**src/rtl/imem_loader_pkg.sv**
```systemverilog
// Shared definitions for the boot-time instruction-memory loader.
// RESET_PC is also the core's PC reset value, so both sides agree on where code starts.
package imem_loader_pkg;

  typedef enum logic [2:0] {
    ST_IDLE,
    ST_HDR0,
    ST_HDR1,
    ST_DATA,
    ST_WRITE,
    ST_DONE,
    ST_ERR
  } state_t;

  localparam int unsigned HDR_BYTES      = 2;
  localparam int unsigned BYTES_PER_WORD = 4;
  localparam logic [31:0] RESET_PC       = 32'h0000_0000;

  // Byte address of instruction word idx, wrapping modulo 2^32.
  function automatic logic [31:0] word_addr(input logic [31:0] base, input logic [15:0] idx);
    return base + {14'b0, idx, 2'b00};
  endfunction

endpackage

```
**src/rtl/imem_loader_if.sv**
```systemverilog
// Byte-stream handshake plus instruction-memory write port of the loader.
// master is the loader side; slave is the host link / memory side.
interface imem_loader_if;
  logic        s_valid;
  logic [7:0]  s_data;
  logic        s_ready;
  logic        im_we;
  logic [31:0] im_addr;
  logic [31:0] im_wdata;

  modport master (
    input  s_valid, s_data,
    output s_ready, im_we, im_addr, im_wdata
  );

  modport slave (
    output s_valid, s_data,
    input  s_ready, im_we, im_addr, im_wdata
  );
endinterface

```
**src/rtl/imem_loader_byte_packer.sv**
```systemverilog
// Assembles consecutive bytes into a little-endian 32-bit word.
// last_byte flags that the next loaded byte completes the word.
module byte_packer
  import imem_loader_pkg::*;
(
  input  logic        clk,
  input  logic        reset,
  input  logic        load_en,
  input  logic        clr,
  input  logic [7:0]  byte_data,
  output logic [31:0] word,
  output logic        last_byte
);

  localparam int unsigned IDX_W = $clog2(BYTES_PER_WORD);

  logic [IDX_W-1:0] idx;

  always_ff @(posedge clk) begin
    if (!reset || clr) begin
      idx  <= '0;
      word <= '0;
    end else if (load_en) begin
      word[8*idx +: 8] <= byte_data;
      idx              <= idx + 1'b1;
    end
  end

  assign last_byte = (idx == IDX_W'(BYTES_PER_WORD - 1));

endmodule

```
**src/rtl/imem_loader.sv**
```systemverilog
// Boot loader: parses a count header, then writes count little-endian words to
// consecutive instruction-memory addresses while holding the core in reset.
module imem_loader
  import imem_loader_pkg::*;
#(
  parameter int unsigned ADDR_W    = 8,
  parameter logic [31:0] BASE_ADDR = RESET_PC
) (
  input  logic        clk,
  input  logic        reset,
  input  logic        start,
  imem_loader_if.master bus,
  output logic        hold_core,
  output logic        busy,
  output logic        done,
  output logic        err,
  output logic [15:0] word_cnt
);

  // Largest legal count; 17 bits so that ADDR_W=16 still fits.
  localparam logic [16:0] MAX_WORDS = 17'(1) << ADDR_W;

  state_t      state;
  logic [15:0] count;
  logic [15:0] hdr_count;
  logic [15:0] next_cnt;
  logic        accept;
  logic        load_en;
  logic        clr;
  logic        last_byte;
  logic [31:0] word;

  assign accept    = bus.s_valid && bus.s_ready;
  assign load_en   = accept && (state == ST_DATA);
  assign clr       = start && (state inside {ST_IDLE, ST_DONE, ST_ERR});
  assign hdr_count = {bus.s_data, count[7:0]};
  assign next_cnt  = word_cnt + 16'd1;
  assign bus.im_wdata = word;

  byte_packer u_packer (
    .clk       (clk),
    .reset     (reset),
    .load_en   (load_en),
    .clr       (clr),
    .byte_data (bus.s_data),
    .word      (word),
    .last_byte (last_byte)
  );

  // Outputs are registered alongside the state, so each transition also sets
  // the output values of the state being entered.
  always_ff @(posedge clk) begin
    if (!reset) begin
      state       <= ST_IDLE;
      count       <= '0;
      word_cnt    <= '0;
      bus.s_ready <= 1'b0;
      bus.im_we   <= 1'b0;
      bus.im_addr <= BASE_ADDR;
      hold_core   <= 1'b1;
      busy        <= 1'b0;
      done        <= 1'b0;
      err         <= 1'b0;
    end else begin
      case (state)
        ST_IDLE, ST_DONE, ST_ERR: begin
          if (start) begin
            state       <= ST_HDR0;
            word_cnt    <= '0;
            bus.s_ready <= 1'b1;
            bus.im_addr <= BASE_ADDR;
            hold_core   <= 1'b1;
            busy        <= 1'b1;
            done        <= 1'b0;
            err         <= 1'b0;
          end
        end
        ST_HDR0: begin
          if (accept) begin
            count[7:0] <= bus.s_data;
            state      <= ST_HDR1;
          end
        end
        ST_HDR1: begin
          if (accept) begin
            count[15:8] <= bus.s_data;
            if (hdr_count == '0) begin
              state       <= ST_DONE;
              bus.s_ready <= 1'b0;
              busy        <= 1'b0;
              done        <= 1'b1;
              hold_core   <= 1'b0;
            end else if ({1'b0, hdr_count} > MAX_WORDS) begin
              state       <= ST_ERR;
              bus.s_ready <= 1'b0;
              busy        <= 1'b0;
              err         <= 1'b1;
            end else begin
              state <= ST_DATA;
            end
          end
        end
        ST_DATA: begin
          if (accept && last_byte) begin
            state       <= ST_WRITE;
            bus.s_ready <= 1'b0;
            bus.im_we   <= 1'b1;
          end
        end
        ST_WRITE: begin
          bus.im_we   <= 1'b0;
          word_cnt    <= next_cnt;
          bus.im_addr <= word_addr(BASE_ADDR, next_cnt);
          if (next_cnt == count) begin
            state     <= ST_DONE;
            busy      <= 1'b0;
            done      <= 1'b1;
            hold_core <= 1'b0;
          end else begin
            state       <= ST_DATA;
            bus.s_ready <= 1'b1;
          end
        end
        default: state <= ST_IDLE;
      endcase
    end
  end

endmodule

```
**src/flat_wrapper.sv**
```systemverilog
// flat-port wrapper written by rule: the top's interface ports become plain ports
module imem_loader_flat import imem_loader_pkg::*;
#(
  parameter int unsigned ADDR_W    = 8,
  parameter logic [31:0] BASE_ADDR = RESET_PC
)
  (clk, reset, start, hold_core, busy, done, err, word_cnt, bus_s_valid, bus_s_data, bus_s_ready, bus_im_we, bus_im_addr, bus_im_wdata);
  imem_loader_if bus_i ();
  input  logic clk;
  input  logic reset;
  input  logic start;
  output logic hold_core;
  output logic busy;
  output logic done;
  output logic err;
  output logic [15:0] word_cnt;
  input wire logic [$bits(bus_i.s_valid)-1:0] bus_s_valid;
  input wire logic [$bits(bus_i.s_data)-1:0] bus_s_data;
  output wire logic [$bits(bus_i.s_ready)-1:0] bus_s_ready;
  output wire logic [$bits(bus_i.im_we)-1:0] bus_im_we;
  output wire logic [$bits(bus_i.im_addr)-1:0] bus_im_addr;
  output wire logic [$bits(bus_i.im_wdata)-1:0] bus_im_wdata;
  assign bus_i.s_valid = bus_s_valid;
  assign bus_i.s_data = bus_s_data;
  assign bus_s_ready = bus_i.s_ready;
  assign bus_im_we = bus_i.im_we;
  assign bus_im_addr = bus_i.im_addr;
  assign bus_im_wdata = bus_i.im_wdata;
  imem_loader #(.ADDR_W(ADDR_W), .BASE_ADDR(BASE_ADDR)) u_core (.clk(clk), .reset(reset), .start(start), .bus(bus_i), .hold_core(hold_core), .busy(busy), .done(done), .err(err), .word_cnt(word_cnt));
endmodule
```
**config.mk**
```make
export PLATFORM = sky130hd
export DESIGN_NAME = imem_loader_flat
export DESIGN_NICKNAME = d
export VERILOG_FILES = /design/src/rtl/imem_loader_pkg.sv /design/src/rtl/imem_loader_if.sv /design/src/rtl/imem_loader_byte_packer.sv /design/src/rtl/imem_loader.sv /design/src/flat_wrapper.sv
export SDC_FILE = /design/constraint.sdc
export NUM_CORES = 1
export LEC_CHECK = 0
export ABC_AREA = 1
export CAP_MARGIN = 25
export CORE_MARGIN = 4
export CORE_UTILIZATION = 45
export CTS_BUF_LIST = sky130_fd_sc_hd__clkbuf_8
export DETAILED_ROUTE_END_ITERATION = 16
export PLACE_DENSITY_LB_ADDON = 0.2
export SLEW_MARGIN = 10
export SYNTH_ARGS = -nofsm -noshare
export SYNTH_HDL_FRONTEND = slang
export SYNTH_SLANG_ARGS = --single-unit
```
**constraint.sdc**
```tcl
create_clock -name clk -period 4.7 [get_ports clk]
set_clock_uncertainty 0.15 [all_clocks]
set_input_delay 1.175 -clock clk [delete_from_list [all_inputs] [get_ports clk]]
set_output_delay 1.175 -clock clk [all_outputs]
set_load 0.01 [all_outputs]
```
Word-level counts from Yosys, hierarchy flattened
Cells that the tools add are included.
- add/sub/neg operators: 3
- multipliers: 0
- divide/modulo/power cells: 0
- magnitude comparators: 1
- equal/unequal tests: 18
- shifts and indexed selects: 2
- muxes and demuxes: 36
- bitwise operators: 0
- reduce and logical (&&, ||, !) cells: 24
- operator list (kind ; number):
    $pmux 32 s2 ; 1
    $neg 5->34 ; 1
    $shift 8x34->32 const A ; 1
    $shiftx 8x34->32 ; 1
    $bwmux 32 ; 1
    $mux 32 ; 1
    $pmux 16 s2 ; 1
    $mux 3 ; 7
    $mux 1 ; 17
    $add 16x1->16 const B ; 1
    $eq 16x16->1 ; 1
    $gt 16x9->1 const B ; 1
    $logic_not 16->1 ; 1
    $mux 16 ; 1
    $pmux 3 s5 ; 1
    $reduce_and 5->1 ; 3
    $ne 2x1->1 const B ; 5
    $eq 3x3->1 const B ; 3
    $pmux 1 s3 ; 3
    $ne 2x2->1 const B ; 4
    $reduce_and 2->1 ; 4
    $eq 3x2->1 const B ; 2
    $reduce_and 6->1 ; 1
    $reduce_bool 2->1 ; 3
    other kinds (14) ; 19
- flip-flop bits (word level): 107
- latch bits: 0
- bits in writable memories: 0
- bits in read-only memories: 0
- bits of input ports: 12
- output and inout port bits: 86
- logic and storage cells: 97
- memories: 0

Logic depth before layout (Yosys ltp)
- word-level depth: 5
- depth in mapped cells: 16
- gate-level depth less buffers: 16

Cells and area by module
Synthesis repeated with hierarchy kept, for this count alone.
- cell total of the unflattened synthesis: 636
- area, all modules: 4225.3 um^2
- by module, submodules not included (module ; times used ; cells an instance ; area each (um^2) ; sequential area each (um^2)):
    imem_loader ; 1 ; 429 ; 2728.9 ; 820.8
    byte_packer ; 1 ; 207 ; 1496.4 ; 680.7

Worst setup path after synthesis
No wires, ideal clock.
- path type: input-to-reg
- start: input port bus_s_data[7]
- end: register u_core.bus.s_ready
- data arrival time: 2.115 ns
- setup slack: 2.320 ns
- stages on the path: 10
- buffers on the path: 0
- cell sequence: nor4_1 > nand2_1 > nor2_1 > nand2_1 > inv_1 > nand2_1 > nand2_1 > inv_1 > a21oi_1 > nor2_1
- cells in the longest elaborated chain, start to end: 4
- elaborated cells on any way between the ends: 7
- those cells by class: 1 x order compare; 1 x eq/ne; 3 x mux; 2 x reduce/logical
- RTL lines (item ; line ; RTL):
    from (decl) ; flat_wrapper.sv:18 ; input wire logic [$bits(bus_i.s_data)-1:0] bus_s_data;
    parallel branches: the longest is 4 deep, another holds $gt 16x9->1 ; - ;
    to (signal assigned) ; imem_loader.sv:70 ; bus.s_ready <= 1'b1;
    to (signal assigned) ; imem_loader.sv:89 ; bus.s_ready <= 1'b0;
    to (signal assigned) ; imem_loader.sv:95 ; bus.s_ready <= 1'b0;
    to (decl) ; imem_loader_if.sv:13 ; output s_ready, im_we, im_addr, im_wdata
Parallel ways; which one is timed is not known. The select of a mux whose other input is x is not followed.
A chain may end at the register's enable or synchronous reset.

Worst setup path in the final report
- start: input port bus_s_data[1]
- end: register u_core.bus.s_ready
Same word-level chain as after synthesis.

==> impl_results.md <==
* Status: complete, no violations
* Die area at 0.0109 sq mm
* Compound-Gate Fraction of Synth Area at between 10 and 15%
* Adder-cell share of the synthesized area at 1.79%
* Initial antenna violation count at 0
* Final weighted congestion in routability-driven placement at between 0.9 and 1
* IO Pins at a little under 100
* Startpoint Class: input port
* Worst setup startpoint: bus_s_data[1]
* Cts hold-fix bufs at 0
* Post-DP HPWL at around 8.1 mm
* Hold slack final at just over 300 ps
* Pleak at 2.02 nW
* Hold Crit Start: u_core.done$_SDFFE_PN0P_
* Number of flops mapped to enable cells by yosys at 0
* Die X at around 100 um
* Simple-gate share of the synthesized area at between 30% and 40%
* Yosys reg bits at 75
* Die Y at between 100 and 150 um
* Total GRT Usage at between 20% and 30%
* Final instance area at between 0.005 and 0.006 sq mm
* Most common cell in the synthesized netlist: nand2_1
* Post-synthesis mux area share at 0%
* Crit end category: flop
* Total number of vias at ~4,200
* ANT cells at 0
* Top Metal Used: met4
* Worst rel slew slack at 48.8%
* RSZ-0062 raised after global routing: false
* Row cnt at 34
* Core area at a little under 0.009 sq mm
* Crit Path Max Fanout at 6
* Post-DP Area at 0.00491 sq mm
* Sink Count at 75
* Synth area leaders: dfxtp_1 36%, nand2_1 14%, a21oi_1 8.9%
* Final worst path period need at approximately 2900 ps
* Post-CTS Repair Setup Buffers at 0
* Input/output buffers at 81
* Max Buffers Root-to-Sink at 2
* Setup total negative slack at 0 ps
* Worst skew pair latency at 360 ps
* Clock root cell: clkbuf_8
* Post-CTS sizing at 0
* Number of global-route vias before repair at 3,892
* Critical path arrival at approximately 3000 ps
* DRC at 0
* Synth Area in XOR/XNOR at less than 1%
* FF-to-FF path depth at 14
* Largest family of logic cells by synthesized area: simple AND/OR/NAND/NOR gates
* Seq/Total Area, Yosys at 35.8%
* Largest net degree at the start of global routing at 37
* Ys async rst share at 0%
* Number of CTS-inserted buffers at 9
* DR WL met3 at 763 um
* DR vias/cell at about 5.2
* Placed Cells at between 700 and 800
* Clk pin slew, worst setup/hold paths at around 80 ps
* Layout area overhead at 22.8%
* Count of pins over their slew limit at 0
* Antenna viol nets, final at 0
* Endpoints failing setup at 0
* Critical Path RT at 4810 ps
* DRT iter0 DRCs at approximately 330
* TritonCTS clock tree: yes
* Routed length on met1 at about 5 mm
* Worst hold path depth at 2
* Critical Setup Path Class: input port to flop
* Pwr dens at between 300 and 400 mW/mm^2
* Tot Pwr at around 1.7 mW
* Routed len/inst at about 14 um
* Layout cells sized above 1 at just over 6%
* Top_reg_cell synth: dfxtp_1
* GR Overflow Total at 0
* FF-to-FF Start: u_core.bus.im_addr[2]$_SDFFE_PN0P_
* First-pass GRT wire length at roughly 19 mm
* Yosys top cell area share at 35.8%
* Cell taking the most area after synthesis: dfxtp_1
* Peak supply drop at 0.000163 V
* Layout Cells excl Fill at 804
* NumNets Final at 710
* Synthesized area per cell at around 6.7 sq um
* Syn Inst Count at 629
* Min-Delay Path Class: flop to flop
* Fin crit share at 60.8%
* Synth cell types at 30
* Final WL at approximately 11 mm
* Max-cap violations at 0
* Worst Tran Pin Value at between 700 and 800 ps
* Max Fclk at ~350 MHz
* Synthesized area at between 0.004 and 0.005 sq mm
* Synth warnings at 0
* Routed wl met2 at between 5 and 6 mm
* First-pass DRT Iterations at 5
* Endpoints failing hold at 0
* Initial Util at between 40% and 50%
* Top cell types by occurrence after synthesis: 152 x nand2_1, 75 x a21oi_1, 75 x dfxtp_1
* H-tree Lvls at 3
[per-stage QoR]
| step | worst slack (ps) | utilization [%] |
|---|---|---|
| 2_1_floorplan | 2320 | - |
| 3_3_place_gp | 1090 | 55.2 |
| 3_5_place_dp | 1030 | 55.2 |
| 4_1_cts | 1410 | 57.6 |
| 5_1_grt | 1660 | 58.0 |
| 6_report | 1840 | 58.0 |
[power breakdown]
group	internal (mW)	total, mW	switching, mW
clock	0.298	0.555	0.257
combinational	0.171	0.459	0.288
sequential	0.678	0.714	0.0359
[worst paths after layout]
path                                endpoint  slack [ps]
max          u_core.bus.s_ready$_SDFFE_PN0P_        1840
min                 u_core.done$_SDFFE_PN0P_         310
max reg2reg    u_core.hold_core$_SDFFE_PN1P_        2140
min reg2reg         u_core.done$_SDFFE_PN0P_         310
[worst max-delay path, stage by stage]
cell and delay [ps]:
clkdlybuf4s50_1 570, nor4_1 380, nand2_1 110, nor2_1 140, nand2_1 60, inv_1 90, nand2_1 110, nand2_1 90
inv_1 50, a21oi_1 130, nor2_1 60
[layer usage]
layer	vias to the layer above	track usage, %
li1	2135	-
met1	1900	26.9
met2	159	33.2
met3	20	5.12
met4	0	6.28
met5	-	0
[area by class of cell]
type	count	area, sq um
Tap cell	108	135
Fill cell	847	3740
Clock inverter	6	90.1
Sequential cell	75	1500
Clock buffer	9	124
Multi-Input combinational cell	454	2190
Inverter	68	255
Timing Repair Buffer	84	853
[kinds of logic after synthesis]
logic type	after synthesis
flops	75
simple gates	315
xor+xnor	2
fa+ha+maj	6
buf+inv	115
compound gates	115
other cells	1
[cell usage in the layout, fill, tap and decap left out, types with 3 or more instances in the layout]
| master | synthesis | final |
|---|---|---|
| nand2_1 | 152 | 152 |
| clkdlybuf4s50_1 | 0 | 81 |
| a21oi_1 | 75 | 75 |
| dfxtp_1 | 75 | 75 |
| inv_1 | 63 | 63 |
| nand3_1 | 57 | 57 |
| nor2_1 | 52 | 52 |
| o21ai_0 | 36 | 36 |
| nand4_1 | 21 | 21 |
| conb_1 | 1 | 16 |
| clkbuf_8 | 0 | 9 |
| nand3b_1 | 7 | 7 |
| nor2_2 | 6 | 6 |
| ha_1 | 6 | 6 |
| nor2_4 | 5 | 5 |
| nand2_2 | 4 | 4 |
| nand3_2 | 4 | 4 |
| inv_2 | 3 | 3 |
| nor3_1 | 3 | 3 |
[flip-flops by register name, indices dropped and copies added, names as in the netlist]
signal                cells
u_core.busy               1
u_core.done               1
u_core.err                1
u_core.bus.im_we          1
u_core.hold_core          1
u_core.u_packer.word     32
u_core.bus.im_addr       16
u_core.u_packer.idx       2
u_core.state              3
u_core.count             16
u_core.bus.s_ready        1
Power figures use the tool's default switching activity.
==> variant: new RTL, same settings <==
Reset style: asynchronous (`reset`), changed in one clocked block.
--- a/src/rtl/imem_loader.sv
+++ b/src/rtl/imem_loader.sv
@@ -49,7 +49,7 @@
 
   // Outputs are registered alongside the state, so each transition also sets
   // the output values of the state being entered.
-  always_ff @(posedge clk) begin
+  always_ff @(posedge clk or negedge reset) begin
     if (!reset) begin
       state       <= ST_IDLE;
       count       <= '0;
Function: differs if reset is asserted again (counterexample within 4 cycles, from zero or initial values and one cycle with reset low); with reset held inactive, the same outputs for 4 cycles.
==> variant against the original RTL <==
  * Non-clock buffer count unchanged
  * Critical endpoint is now u_core.bus.s_ready
  * Area after synthesis down 0.15%
  * Critical path type unchanged
  * Worst setup slack got worse by 0.086 ns
  * Sequential cell count unchanged
  * Wire length up 0.35%
  * Design area shrank 0.49%
  * Final cell count down 2.5%
Power is not compared: it rests on default switching activity, and its combinational part moved more than twofold at a synthesized area within 25%.
==> variant: results (changes against the original RTL) <==
* GRT Total Usage at 20.8% (was 20.5%)
* Final WL at 11,100 µm (was 11,000 µm)
* Asr flop ratio synth at 54.7% (was 0%)
* Pre-Repair DR Iteration Count at 7 (was 5)
* Seq/Total Area, Yosys at 40.8% (was 35.8%)
* Top FF cell, synth: dfrtp_1 (was dfxtp_1)
* Hold_ws at 0.318 ns (was 0.309 ns)
* Max stage delay on crit path at 0.50 ns (was 0.57 ns)
* Vias in the first global route at 3,883 (was 3,892)
* Hpwl dp at 8450 µm (was 8050 µm)
* Arrival time of the worst setup path at 3.04 ns (was 2.96 ns)
* Via Count at 4,027 (was 4,214)
* M1 GR Usage at 27.8% (was 26.9%)
* Final Power at 1.15 mW
* Register-to-Register Setup Slack at 2.18 ns (was 2.14 ns)
* XOR/XNOR Fraction of Synth Area at 0.627% (was 0.775%)
* Drt initial violations at 243 (was 334)
* Final non-filler cell total at 784 (was 804)
* Reg2Reg Launch Point: u_core.u_packer.idx[0] (was u_core.bus.im_addr[2])
* GPL Wtd Cong at 0.923 (was 0.902)
* Complex-gate fraction of the synthesized area at 9.50% (was 14.0%)
* DP Area at 4940 µm² (was 4910 µm²)
* Post-synthesis adder-cell area fraction at 1.79% (about the same)
* Met3 Use GR at 4.41% (was 5.12%)
* Largest net degree at the start of global routing at 42 (was 37)
* GRT met2 Usage at 33.4% (was 33.2%)
* Most instantiated cells after synthesis: nand2_1, nand3_1, inv_1 (was nand2_1, a21oi_1, dfxtp_1)
* Hold worst-path end: u_core.u_packer.word[14] (was u_core.done)
* Clock root buffer: clkbuf_8 (unchanged)
* Crit Path Max Fanout at 5 (was 6)
* Outcome: finished, final reports clean (unchanged)
* Relative slew margins at 40.0% (was 48.8%)
* Worst R2R Path Depth at 5 (was 14)
* HP Class: reg -> reg (unchanged)
* Setup WS pre-CTS at 1.41 ns (was 1.03 ns)
* Yosys cell types at 33 (was 30)
* Crit path max-delay cell type: clkdlybuf4s50_1 (unchanged)
* IO buf count at 81 (unchanged)
* Proportion of layout cells with a drive suffix above 1 at 5.33% (was 6.18%)
* Cell count after placement at 768 (was 788)
* First-pass GRT wire length at 18,500 µm (was 18,600 µm)
* Hold Path Origin: u_core.u_packer.word[14] (was u_core.done)
* Synth top area cells: dfrtp_1, dfxtp_1, nand2_1, nand3_1, inv_1 (was dfxtp_1, nand2_1, a21oi_1, nand3_1, buf_4)
* Max Fclk at 0.340 GHz (was 0.350 GHz)
* Final Net Count at 689 (was 710)
* FF-to-FF End: u_core.u_packer.word[3] (was u_core.hold_core)
* Worst Setup SP: bus_s_data[3] (was bus_s_data[1])
* CTS max path bufs at 2 (unchanged)
* End of the critical path: u_core.bus.s_ready (unchanged)
* Syn_area_per_cell at 6.95 µm² (was 6.67 µm²)
## variant: changes by cell type in the layout (fill, tap and decap cells not counted), sizes merged, moves of 5 or more
cell and delta:
dfxtp -41, a21oi -40, dfrtp +40, nand2 +29, nand3 +18, nor2 -18
nand4 -12, o22ai +10, o21ai -8, nand3b -5
## variant: area by class of cell
| class | count | area [µm²] |
|---|---|---|
| Sequential cell | 75 | 1710 |
| Clock inverter | 5 | 37.5 |
| Tap cell | 108 | 135 |
| Multi-Input combinational cell | 430 | 1980 |
| Fill cell | 847 | 3760 |
| Timing Repair Buffer | 84 | 848 |
| Inverter | 71 | 267 |
| Clock buffer | 11 | 151 |
## variant: routing by layer
| metal | share of wire (%) | wire length (µm) |
|---|---|---|
| met5 | 0 | 0 |
| met4 | 1.8 | 198 |
| met3 | 7.0 | 778 |
| met2 | 46 | 5140 |
| met1 | 45 | 4960 |
